File: src/rtl/match_pkg.sv
// Shared state encoding, widths and per-state control decode for the match sequencer.
package match_pkg;

  localparam int unsigned TOTAL_W_DEF = 8;
  localparam int unsigned CNT_W       = 8;
  localparam int unsigned LIVES_W     = 3;
  // SERVE counter start: one decrementing tick plus the expiring tick = two tick pulses
  localparam int unsigned SERVE_TICKS = 1;

  typedef enum logic [2:0] {
    ST_IDLE  = 3'd0,
    ST_READY = 3'd1,
    ST_SERVE = 3'd2,
    ST_RALLY = 3'd3,
    ST_PAUSE = 3'd4,
    ST_MISS  = 3'd5,
    ST_OVER  = 3'd6
  } state_t;

  typedef struct packed {
    logic start;
    logic clear;
    logic stall;
    logic game_over;
  } ctl_t;

  function automatic ctl_t ctl_of(input state_t s);
    ctl_t c;
    c = '0;
    case (s)
      ST_IDLE:  c.clear = 1'b1;
      ST_READY: c.clear = 1'b1;
      ST_SERVE: c.start = 1'b1;
      ST_RALLY: c = '0;
      ST_PAUSE: c.stall = 1'b1;
      ST_MISS:  c.stall = 1'b1;
      ST_OVER:  begin
        c.clear     = 1'b1;
        c.game_over = 1'b1;
      end
      default:  c.clear = 1'b1;
    endcase
    return c;
  endfunction

endpackage

File: src/rtl/match_sequencer_edge_rise.sv
// Registered rising-edge detector; the pulse appears one clk after the level rises.
module edge_rise (
  input  logic clk,
  input  logic rst_n,
  input  logic i_level,
  output logic o_rise
);

  logic r_prev;
  logic r_rise;

  always_ff @(posedge clk) begin
    if (!rst_n) begin
      r_prev <= 1'b0;
      r_rise <= 1'b0;
    end else begin
      r_prev <= i_level;
      r_rise <= i_level & ~r_prev;
    end
  end

  assign o_rise = r_rise;

endmodule

File: src/rtl/match_sequencer.sv
// Game-level sequencer driving the ball-motion block through serve/rally/miss/over.
// Optional HIGH_SCORE_EN adds a best_score register updated on entry to OVER.
module match_sequencer
  import match_pkg::*;
#(
  parameter int unsigned LIVES       = 3,
  parameter int unsigned READY_TICKS = 24,
  parameter int unsigned MISS_TICKS  = 48,
  parameter int unsigned TOTAL_W     = TOTAL_W_DEF
) (
  input  logic               clk,
  input  logic               rst_n,
  input  logic               tick,
  input  logic               key_start,
  input  logic               key_pause,
  input  logic               ball_break,
  input  logic [3:0]         rally_score,
  output logic               start,
  output logic               clear,
  output logic               stall,
  output logic [LIVES_W-1:0] lives,
  output logic [TOTAL_W-1:0] total_score,
  output logic [2:0]         state_code,
  output logic               game_over
`ifdef HIGH_SCORE_EN
  ,
  output logic [TOTAL_W-1:0] best_score
`endif
);

  localparam logic [CNT_W-1:0]   READY_LD   = CNT_W'(READY_TICKS);
  localparam logic [CNT_W-1:0]   MISS_LD    = CNT_W'(MISS_TICKS);
  localparam logic [CNT_W-1:0]   SERVE_LD   = CNT_W'(SERVE_TICKS);
  localparam logic [LIVES_W-1:0] LIVES_INIT = LIVES_W'(LIVES);

  logic w_start_rise;
  logic w_pause_rise;
  logic w_break_rise;

  edge_rise u_start_edge (.clk(clk), .rst_n(rst_n), .i_level(key_start),  .o_rise(w_start_rise));
  edge_rise u_pause_edge (.clk(clk), .rst_n(rst_n), .i_level(key_pause),  .o_rise(w_pause_rise));
  edge_rise u_break_edge (.clk(clk), .rst_n(rst_n), .i_level(ball_break), .o_rise(w_break_rise));

  state_t             r_state;
  ctl_t               r_ctl;
  logic [CNT_W-1:0]   r_cnt;
  logic               r_break_pend;
  logic [LIVES_W-1:0] r_lives;
  logic [TOTAL_W-1:0] r_total;

  logic [TOTAL_W:0]   w_sum;
  logic [TOTAL_W-1:0] w_total_sat;
  logic [LIVES_W-1:0] w_lives_dec;
  logic               w_expire;

  assign w_sum       = {1'b0, r_total} + {{(TOTAL_W-3){1'b0}}, rally_score};
  assign w_total_sat = w_sum[TOTAL_W] ? '1 : w_sum[TOTAL_W-1:0];
  assign w_lives_dec = (r_lives == '0) ? '0 : r_lives - 1'b1;
  assign w_expire    = tick && (r_cnt == '0);

  // Counter decrements by default; state-entry loads below override it.
  always_ff @(posedge clk) begin
    if (!rst_n) begin
      r_state      <= ST_IDLE;
      r_ctl        <= ctl_of(ST_IDLE);
      r_cnt        <= '0;
      r_break_pend <= 1'b0;
      r_lives      <= '0;
      r_total      <= '0;
    end else begin
      if (tick && (r_cnt != '0)) r_cnt <= r_cnt - 1'b1;
      case (r_state)
        ST_IDLE: if (w_start_rise) begin
          r_state      <= ST_READY;
          r_ctl        <= ctl_of(ST_READY);
          r_cnt        <= READY_LD;
          r_lives      <= LIVES_INIT;
          r_total      <= '0;
          r_break_pend <= 1'b0;
        end
        ST_READY: if (w_expire) begin
          r_state <= ST_SERVE;
          r_ctl   <= ctl_of(ST_SERVE);
          r_cnt   <= SERVE_LD;
        end
        ST_SERVE: if (w_expire) begin
          r_state <= ST_RALLY;
          r_ctl   <= ctl_of(ST_RALLY);
        end
        ST_RALLY: begin
          // A break latched during PAUSE is taken here, and break beats pause.
          if (w_break_rise || r_break_pend) begin
            r_state      <= ST_MISS;
            r_ctl        <= ctl_of(ST_MISS);
            r_cnt        <= MISS_LD;
            r_total      <= w_total_sat;
            r_lives      <= w_lives_dec;
            r_break_pend <= 1'b0;
          end else if (w_pause_rise) begin
            r_state <= ST_PAUSE;
            r_ctl   <= ctl_of(ST_PAUSE);
          end
        end
        ST_PAUSE: begin
          if (w_break_rise) r_break_pend <= 1'b1;
          if (w_pause_rise) begin
            r_state <= ST_RALLY;
            r_ctl   <= ctl_of(ST_RALLY);
          end
        end
        ST_MISS: if (w_expire) begin
          if (r_lives == '0) begin
            r_state <= ST_OVER;
            r_ctl   <= ctl_of(ST_OVER);
          end else begin
            r_state <= ST_READY;
            r_ctl   <= ctl_of(ST_READY);
            r_cnt   <= READY_LD;
          end
        end
        ST_OVER: if (w_start_rise) begin
          r_state <= ST_IDLE;
          r_ctl   <= ctl_of(ST_IDLE);
        end
        default: begin
          r_state <= ST_IDLE;
          r_ctl   <= ctl_of(ST_IDLE);
        end
      endcase
    end
  end

`ifdef HIGH_SCORE_EN
  logic [TOTAL_W-1:0] r_best;
  logic               w_enter_over;

  assign w_enter_over = (r_state == ST_MISS) && w_expire && (r_lives == '0);

  always_ff @(posedge clk) begin
    if (!rst_n) begin
      r_best <= '0;
    end else if (w_enter_over && (r_total > r_best)) begin
      r_best <= r_total;
    end
  end

  assign best_score = r_best;
`endif

  assign start       = r_ctl.start;
  assign clear       = r_ctl.clear;
  assign stall       = r_ctl.stall;
  assign game_over   = r_ctl.game_over;
  assign lives       = r_lives;
  assign total_score = r_total;
  assign state_code  = r_state;

endmodule

File: config.mk
export PLATFORM = sky130hd
export DESIGN_NAME = match_sequencer
export DESIGN_NICKNAME = d
export VERILOG_FILES = /design/src/rtl/match_pkg.sv /design/src/rtl/match_sequencer_edge_rise.sv /design/src/rtl/match_sequencer.sv
export SDC_FILE = /design/constraint.sdc
export NUM_CORES = 1
export LEC_CHECK = 0
export BUFFER_PORTS_ARGS = -buffer_cell sky130_fd_sc_hd__buf_2
export CAP_MARGIN = 20
export CORE_MARGIN = 3
export CORE_UTILIZATION = 50
export CTS_CLUSTER_DIAMETER = 40
export DETAILED_ROUTE_END_ITERATION = 8
export PLACE_DENSITY = 0.81
export RECOVER_POWER = 100
export SYNTH_ARGS = -nofsm -noshare
export SYNTH_HDL_FRONTEND = slang
export SYNTH_HIERARCHICAL = 1
export SYNTH_SLANG_ARGS = --single-unit
File: constraint.sdc
create_clock -name clk -period 2 [get_ports clk]
set_input_delay 0.2 -clock clk [delete_from_list [all_inputs] [get_ports clk]]
set_output_delay 0.2 -clock clk [all_outputs]
set_load 0.02 [all_outputs]
; ---- Word level (Yosys, flattened, before mapping)
; Index checks and enable logic that the tools add are counted.
[totals]
regBits = 33
wordCells = 92
[classes]
add_sub_neg = 3
eq_ne = 16
n_mux = 38
bitwise = 6
reduce_logical = 14
[op_table]
columns = cell, n
row1 = $mux 8, 9
row2 = $mux 3, 12
row3 = $pmux 8 s4, 1
row4 = $mux 4, 7
row5 = $pmux 4 s6, 1
row6 = $pmux 3 s7, 1
row7 = $pmux 8 s2, 1
row8 = $ne 2x1->1 const B, 5
row9 = $add 8x4->9, 1
row10 = $eq 3x3->1 const B, 3
row11 = $logic_not 8->1, 1
row12 = $ne 2x2->1 const B, 4
row13 = $reduce_bool 8->1, 1
row14 = $sub 8x1->8 const B, 1
row15 = $reduce_and 7->1, 1
row16 = $eq 3x2->1 const B, 2
row17 = $logic_not 3->1, 2
row18 = $pmux 3 s2, 1
row19 = $reduce_and 6->1, 1
row20 = $mux 1, 4
row21 = $reduce_and 4->1, 1
row22 = $and 1x1->1, 3
row23 = $eq 3x1->1 const B, 1
row24 = $ne 3x2->1 const B, 1
row25 = other kinds (9), 12

; ---- Depth between registers and ports, before layout
; Gate-level depths: netlist of run 1.
[logic_depth]
word_depth = 6
depth_mapped = 8
depth_no_buf = 8

; ---- Cells and area by module
; Netlist of run 1, hierarchy kept.
[by_module_without_submodules]
columns = mod, n_inst, cells_per_inst, area_each_um2, seq_area_each_um2
row1 = match_sequencer, 1, 217, 1691.6, 540.5
row2 = edge_rise, 3, 4, 55.1, 40.0

; ---- Worst setup path before layout of run 1
; Ideal clock, no wire load.
[synth_timing]
kind = reg-to-reg
startpoint = register r_total[0] (netlist: total_score[0])
endpoint = register r_total[6] (netlist: total_score[6])
setup_time_ps = 115
arrival_ps = 1730
t_required_ps = 1885
slack_ps = 154
path_stages_with_launch = 9
synth_period_minus_slack_ps = 1846
path_cell_list = dfxtp_1 > ha_1 > inv_1 > fa_1 > nor2b_1 > o31ai_1 > nor3_1 > o21ai_0 > and3_1
[synth_between]
elab_chain_len = 4
[synth_rtl]
columns = element, line
row1 = start: declaration, match_sequencer.sv:49  ; logic [TOTAL_W-1:0] r_total;
row2 = start signal: assignment, match_sequencer.sv:96  ; r_total <= w_total_sat;
row3 = $add 8x4->9, match_sequencer.sv:56  ; assign w_sum = {1'b0, r_total} + {{(TOTAL_W-3){1'b0}}, rally_score};
row4 = $mux 8, match_sequencer.sv:57  ; assign w_total_sat = w_sum[TOTAL_W] ? '1 : w_sum[TOTAL_W-1:0];
row5 = $mux 8, match_sequencer.sv:92  ; if (w_break_rise || r_break_pend) begin
row6 = $pmux 8 s2, match_sequencer.sv:72  ; case (r_state)
; No other way between the ends. The select of a mux whose other input is x is not followed.
; A chain may end at the register's enable or synchronous reset.

; ---- Final worst setup path of run 1
[layout_timing]
startpoint = register r_cnt[6]
endpoint = register r_state[1] (netlist: state_code[1])
[layout_between]
elab_chain_len = 4
elab_cells_between_ends = 6
cone_classes = eq/ne (3) / reduce/logical (3)
[layout_rtl]
columns = element, line
row1 = start: declaration, match_sequencer.sv:46  ; logic [CNT_W-1:0] r_cnt;
row2 = start signal: assignment, match_sequencer.sv:71  ; if (tick && (r_cnt != '0)) r_cnt <= r_cnt - 1'b1;
row3 = $logic_not 8->1 (*), match_sequencer.sv:59  ; assign w_expire = tick && (r_cnt == '0);
row4 = $logic_and 1x1->1 (*), match_sequencer.sv:59
row5 = $ne 2x2->1 (no source line), --
row6 = $reduce_and 7->1 (no source line) (*), --
row7 = end signal: assignment, match_sequencer.sv:64  ; r_state <= ST_IDLE;
row8 = end signal: assignment, match_sequencer.sv:74  ; r_state <= ST_READY;
row9 = end signal: assignment, match_sequencer.sv:82  ; r_state <= ST_SERVE;
row10 = end: declaration, match_sequencer.sv:44  ; state_t r_state;
; Mark *: on every way between the ends. The rest lies on a longest branch, timed or not.

==> summary.txt, run 1 <==
Placed design
  • Post-Place Cells: 307
  • Final HPWL DP: about 3100 um
  • Place WS: 0.0406 ns
  • Port Buf Inserts: 27
  • Routability cong.: roughly 0.86

STA
  • Final Skew: 0.00447 ns
  • Slew Limit Fails: 0
  • Final setup violation count: 0
  • WHS: 0.132 ns
  • Hold Violations, Final: 0
  • Final min period: approximately 1.9 ns
  • Final setup margin: about 0.055 ns
  • FMAX: 514 MHz
  • Period Utilization, post-route: 97.3%
  • Slew headroom: around a third
  • Worst Max-Slew Pin Slew: 1.01 ns

Die
  • Vert. Die Dim: 66.9 um
  • Core ar.: ~3500 um2
  • Die X: 66.9 um
  • Die Area: 4480 um2
  • Site row count: 21
  • Initial Util: between 50% and 60%
  • I/O pins: 28

Setup path
  • Crit Reg-Reg Startpoint: r_cnt[6]$_SDFF_PN0_
  • CP Buf/Inv Count: 0
  • Critical path class: reg2reg
  • Crit path from: r_cnt[6]$_SDFF_PN0_
  • Flop2flop setup slack: about 0.055 ns
  • Slowest Stage Delay on Critical Path: 0.57 ns
  • CP max FO: 7
  • Critical path cell sequence: or4_4 -> nor3_4 -> mux2i_1 -> or4_1 -> a21boi_1
  • Top cell family by delay on the critical path: simple AND/OR/NAND/NOR gates
  • CP required: 2.21 ns
  • Reg2Reg Depth: 5
  • CP Capture Point: state_code[1]$_SDFFE_PN0P_
  • Critical-path top delay cell: or4_4
  • Arr. time, crit path: roughly 2.2 ns
  • Crit. End Element: register
  • Crit path depth: 5
  • Worst r2r dst: state_code[1]$_SDFFE_PN0P_
  • Worst setup SP type: register

Routing
  • Vias per cell: 5.77
  • Vias after detailed routing: 1830
  • Pre-Repair DR Iteration Count: 5
  • Per-cell routed wire length: ~14 um
  • DR iter-0 viols: between 100 and 150
  • Drt total wl: 4350 um
  • DRC: 0
  • Post-route ant nets: 0

Flow run
  • Max Cap Viol: 0

Final layout
  • Nets: 287
  • Antenna Cells: 0
  • Fillcell total: 319
  • Layout cells sized above 1: 17.0%
  • Final non-filler cell total: 317
  • P&R area growth vs syn: 18.4%
  • Utilization after layout: about 63%
  • Multi-input gate area in the final layout: 1100 um2
  • FF/Latch Area: 663 um2

Clock network
  • TritonCTS Buffers: 5
  • H-tree depth: 2
  • Clock Latency Late Sink: 0.28 ns
  • CTS sink count: 33
  • Worst-path clk slew: 0.06 ns
  • Clk buf depth: 2
  • Clk root buf: clkbuf_8
  • CTS tree: built

Yosys
  • Register bit total from synthesis: 33
  • Syn Area/Cell: 8.11 um2
  • Netlist cell types: 52
  • Synth warn: 6
  • Sequential area share after synthesis: a little over a third
  • Mapped Area: 1860 um2
  • Synth Net Count: ~250
  • Ys flop type: dfxtp_1
  • Gate Count Post-Synth: approximately 230
  • Asr flop ratio synth: 0%
  • Post-synth EDFFs: 0

Hold path
  • Type of the most critical hold path: in2reg

Global routing
  • Total Routing Usage GR: 21.4%
  • Initial antenna violation count: 0
  • Global-route wire length before repair: between 7000 and 8000 um
  • Largest net degree at the start of global routing: 26
  • Vias in the first global route: ~1700
  • Grt ovf: 0

Power and ir drop
  • Pwr Density: 1140 nW/um2
  • Worst VDD drop: 532 uV
  • Total Power: 0.00251 W
  • Pleak: ~0.88 nW

Status
  • Run status: finished, final reports clean
-- placed cells by master (no fill, tap or decap), types with 10 or more instances in the layout --
cell type | synthesis | final
inv_1 | 13 | 13
a21oi_1 | 16 | 16
nand3_1 | 10 | 10
nand2_1 | 23 | 23
buf_2 | 0 | 11
nor2_1 | 15 | 15
o21ai_0 | 24 | 24
buf_4 | 4 | 16
clkbuf_1 | 4 | 18
dfxtp_1 | 33 | 31
-- registers in the layout, indices dropped and copies added, names as in the netlist, 3 cells and up --
register,count
r_cnt,8
lives,3
total_score,8
state_code,3
-- synthesized netlist by cell type (3+ instances only) --
master	count	area, um2
a21boi_0	6	45.0
a21oi_1	16	80.1
a31oi_1	4	25.0
and2_1	4	25.0
and3b_1	4	35.0
buf_4	4	30.0
clkbuf_1	4	15.0
dfxtp_1	33	661
ha_1	5	62.6
inv_1	13	48.8
mux2i_1	3	30.0
nand2_1	23	86.3
nand2b_1	3	18.8
nand3_1	10	50.1
nor2_1	15	56.3
nor2b_1	4	25.0
nor3_1	5	25.0
o21ai_0	24	120
o41ai_1	3	26.3
xor2_1	5	43.8
-- per-stage QoR --
stage / setup TNS, ns / area [um2]
final: 0 / 2200
after CTS: 0 / 2190
after global routing: -0.0297 / 2200
after detailed placement: 0 / 2100
after global placement: 0 / 2100
after floorplan: 0 / 1860
-- layer usage --
metal | part of all wire (%) | vias to the layer above | wire (um) | global-route usage [%]
li1 | - | 918 | - | -
met1 | 45 | 839 | 1960 | 26.2
met2 | 46 | 59 | 2020 | 33.8
met3 | 6.0 | 14 | 261 | 5.56
met4 | 2.6 | 0 | 113 | 12.2
met5 | 0 | - | 0 | 0
-- power by group --
part	switching, W	internal [W]
clock network	0.000224	0.000273
logic	0.000612	0.000522
registers	0.000114	0.000764
-- worst min path at each step --
stage | start | endpoint | cells past startpoint
floorplan | ball_break | u_break_edge/r_prev$_SDFF_PN0_ | 1
global route | ball_break | u_break_edge/r_prev$_SDFF_PN0_ | 2
finish | key_start | u_start_edge/r_prev$_SDFF_PN0_ | 2
CTS | key_start | u_start_edge/r_prev$_SDFF_PN0_ | 2
detailed placement | key_start | u_start_edge/r_prev$_SDFF_PN0_ | 2
global placement | ball_break | u_break_edge/r_prev$_SDFF_PN0_ | 2
-- cell type report --
cell class | instances | share of cell area [%]
multi-input cells | 174 | 50.2
clock buffers | 7 | 3.93
inverters | 13 | 2.22
repair buffers | 44 | 10.9
flip-flops and latches | 33 | 30.2
well taps | 46 | 2.62
-- kinds of logic after synthesis --
family                     Yosys count  share of synthesized area (%)
DFF                                 33                           35.6
AOI/OAI and AO/OA                   72                           24.6
and+or+nand+nor                     87                           25.4
xor gates and xnor gates             6                           2.83
adders and majority gates            6                           4.45
buffers and inverters               22                           5.53
muxes                                3                           1.62
-- repair_timing --
item                                    4_1_cts  5_1_grt
endpoints found under the hold margin         0        0
resized for setup                             0        6
hold buffers                                  0        0
buffers inserted                              0        3
endpoints found under the setup margin        0        9
No activity file was read; power rests on OpenSTA's default activity.
==> inputs of run 2 (changes only) <==
--- a/config.mk
+++ b/config.mk
@@ -11,7 +11,7 @@
 export CORE_UTILIZATION = 50
 export CTS_CLUSTER_DIAMETER = 40
 export DETAILED_ROUTE_END_ITERATION = 8
-export PLACE_DENSITY = 0.81
+export PLACE_DENSITY = 0.78
 export RECOVER_POWER = 100
 export SYNTH_ARGS = -nofsm -noshare
 export SYNTH_HDL_FRONTEND = slang
==> constraint.sdc (replaced) <==
create_clock -name clk -period 2.1 [get_ports clk]
set_input_delay 0.21 -clock clk [delete_from_list [all_inputs] [get_ports clk]]
set_output_delay 0.21 -clock clk [all_outputs]
set_load 0.02 [all_outputs]
==> run 2 against run 1 <==
Against the previous run: global-route usage down 1.8 points; setup slack improved by 0.079 ns; flip-flop and latch count unchanged; critical endpoint unchanged; sequential share of layout area grew 0.51 points; final cell count decreased by 1.6%; worst hold slack gained 0.013 ns; critical path depth unchanged; final area shrank 2.0%; clock power shrank 4.6%; sequential power is 2.8% lower; combinational power fell by 12%.
==> summary.txt, run 2 (synthesis results as in run 1) <==
Routing
  • Vias per cell: 5.76 (was 5.77)
  • Per-cell routed wire length: 13.1 um (was 13.7 um)
  • Drt total wl: 4100 um (was 4350 um)
  • Vias after detailed routing: 1796 (was 1830)
  • DR iter-0 viols: 175 (was 127)
  • Pre-Repair DR Iteration Count: 4 (was 5)
  • DRC: 0 (unchanged)
  • Post-route ant nets: 0 (unchanged)

Setup path
  • Crit Reg-Reg Startpoint: r_cnt[4]$_SDFF_PN0_ (was r_cnt[6]$_SDFF_PN0_)
  • CP required: 2.31 ns (was 2.21 ns)
  • Critical path class: reg2reg (unchanged)
  • Crit path from: r_cnt[4]$_SDFF_PN0_ (was r_cnt[6]$_SDFF_PN0_)
  • Worst setup SP type: register (unchanged)
  • CP Capture Point: state_code[1]$_SDFFE_PN0P_ (unchanged)
  • Crit. End Element: register (unchanged)
  • Flop2flop setup slack: 0.13 ns (was 0.05 ns)
  • Reg2Reg Depth: 5 (unchanged)
  • CP max FO: 7 (unchanged)
  • Worst r2r dst: state_code[1]$_SDFFE_PN0P_ (unchanged)
  • Arr. time, crit path: 2.18 ns (was 2.15 ns)

Placed design
  • Port Buf Inserts: 27 (unchanged)
  • Post-Place Cells: 301 (was 307)
  • Routability cong.: 0.890 (was 0.863)
  • Final HPWL DP: 2840 um (was 3060 um)
  • Placed cell area: 2060 um2 (was 2100 um2)

STA
  • Slew Limit Fails: 0 (unchanged)
  • Slew headroom: 10.3% (was 32.4%)
  • FMAX: 509 MHz (was 514 MHz)
  • Hold Violations, Final: 0 (unchanged)
  • Period Utilization, post-route: 93.6% (was 97.3%)
  • Final setup violation count: 0 (unchanged)
  • Final min period: 1.97 ns (was 1.95 ns)
  • Final Skew: 0.00213 ns (was 0.00447 ns)
  • Worst Max-Slew Pin Slew: 1.35 ns (was 1.01 ns)

Clock network
  • TritonCTS Buffers: 5 (unchanged)
  • Clk buf depth: 2 (unchanged)
  • H-tree depth: 2 (unchanged)
  • CTS sink count: 33 (unchanged)
  • Clock Latency Late Sink: 0.28 ns (about the same)
  • Worst-path clk slew: 0.06 ns (about the same)
  • CTS tree: built (unchanged)
  • Clk root buf: clkbuf_8 (unchanged)

Power and ir drop
  • Pwr Density: 1080 nW/um2 (was 1140 nW/um2)
  • Worst VDD drop: 468 uV (was 532 uV)
  • Pleak: 0.846 nW (was 0.883 nW)

Global routing
  • Total Routing Usage GR: 19.6% (was 21.4%)
  • Grt ovf: 0 (unchanged)
  • Global-route wire length before repair: 6740 um (was 7290 um)
  • Initial antenna violation count: 0 (unchanged)
  • Vias in the first global route: 1585 (was 1724)
  • Largest net degree at the start of global routing: 38 (was 26)

Hold path
  • Type of the most critical hold path: in2reg (unchanged)

Die
  • Die Area: 4480 um2 (unchanged)
  • I/O pins: 28 (unchanged)
  • Vert. Die Dim: 66.9 um (unchanged)
  • Initial Util: 53.5% (unchanged)
  • Core ar.: 3470 um2 (unchanged)
  • Die X: 66.9 um (unchanged)
  • Site row count: 21 (unchanged)

Final layout
  • Commonest non-fill, non-tap cells in the layout: 33 x dfxtp_1, 24 x o21ai_0, 23 x nand2_1 (was 31 x dfxtp_1, 24 x o21ai_0, 23 x nand2_1)
  • Utilization after layout: 62.1% (was 63.4%)
  • Antenna Cells: 0 (unchanged)
  • FF/Latch Area: 661 um2 (was 663 um2)
  • Multi-input gate area in the final layout: 1100 um2 (about the same)
  • Most common cell after layout, fill and taps aside: dfxtp_1 (unchanged)
  • P&R area growth vs syn: 16.0% (was 18.4%)
  • Nets: 282 (was 287)
  • Final non-filler cell total: 312 (was 317)
  • Layout cells sized above 1: 13.5% (was 17.0%)
  • Fillcell total: 355 (was 319)
  • Final instance area: 2150 um2 (was 2200 um2)

Status
  • Run status: finished, final reports clean (unchanged)

Flow run
  • Max Cap Viol: 0 (unchanged)
-- run 2: cell count changes in the layout (fill, tap and decap cells not counted), moves of 2 or more --
cell / change
buf_2: -2
buf_4: -5
clkbuf_1: +2
dfxtp_1: +2
dfxtp_2: -2
-- run 2: power breakdown --
group | switching, W | internal (W)
Combinational | 0.000545 | 0.000449
Sequential | 0.000128 | 0.000725
Clock | 0.000214 | 0.000260
Total | 0.000886 | 0.00143
-- run 2: final cells by class --
| type | count | area share, % |
|---|---|---|
| Multi-Input combinational cell | 174 | 51.1 |
| Tap cell | 46 | 2.67 |
| Sequential cell | 33 | 30.7 |
| Timing Repair Buffer | 39 | 9.24 |
| Clock buffer | 7 | 4.01 |
| Inverter | 13 | 2.27 |
-- run 2: worst min-delay path by stage --
| stage | start | end | slack, ns | cells after the start |
|---|---|---|---|---|
| after floorplan | ball_break | u_break_edge/r_prev$_SDFF_PN0_ | 0.33 | 1 |
| after global routing | key_pause | u_pause_edge/r_prev$_SDFF_PN0_ | 0.14 | 2 |
| after CTS | key_start | u_start_edge/r_prev$_SDFF_PN0_ | 0.13 | 2 |
| final | key_start | u_start_edge/r_prev$_SDFF_PN0_ | 0.15 | 2 |
| after detailed placement | key_start | u_start_edge/r_prev$_SDFF_PN0_ | 0.43 | 2 |
| after global placement | key_pause | u_pause_edge/r_prev$_SDFF_PN0_ | 0.43 | 2 |
-- run 2: worst max-delay path, stage by stage, from the launching register on --
cell,delay [ns]
dfxtp_1,0.37
or4_4,0.57
nor3_4,0.29
mux2i_1,0.12
or4_1,0.41
a21boi_1,0.15
-- run 2: layer usage --
metal | share of wire, % | vias up | GRT usage [%]
met3 | 5.2 | 4 | 6.24
met5 | 0 | - | 0
met2 | 46 | 49 | 30.8
met1 | 48 | 844 | 24.6
met4 | 0.83 | 0 | 8.10
li1 | - | 899 | -
-- run 2: timing repair --
| action | in CTS | in global routing |
|---|---|---|
| endpoints found under the setup margin | 0 | 9 |
| endpoints found under the hold margin | 0 | 0 |
| setup buffers | 0 | 4 |
| resized for setup | 0 | 2 |
| hold buffers | 0 | 0 |
-- run 2: metrics by stage --
stage	setup TNS [ns]	hold WS, ns	power (W)	setup slack (ns)
finish	0	0.145	0.00232	0.134
global route	-0.0571	0.144	0.00248	-0.0275
CTS	0	0.135	0.00226	0.0798
detailed placement	0	0.426	0.00177	0.102
global placement	0	0.425	0.00176	0.163
floorplan	0	0.332	0.00153	0.254
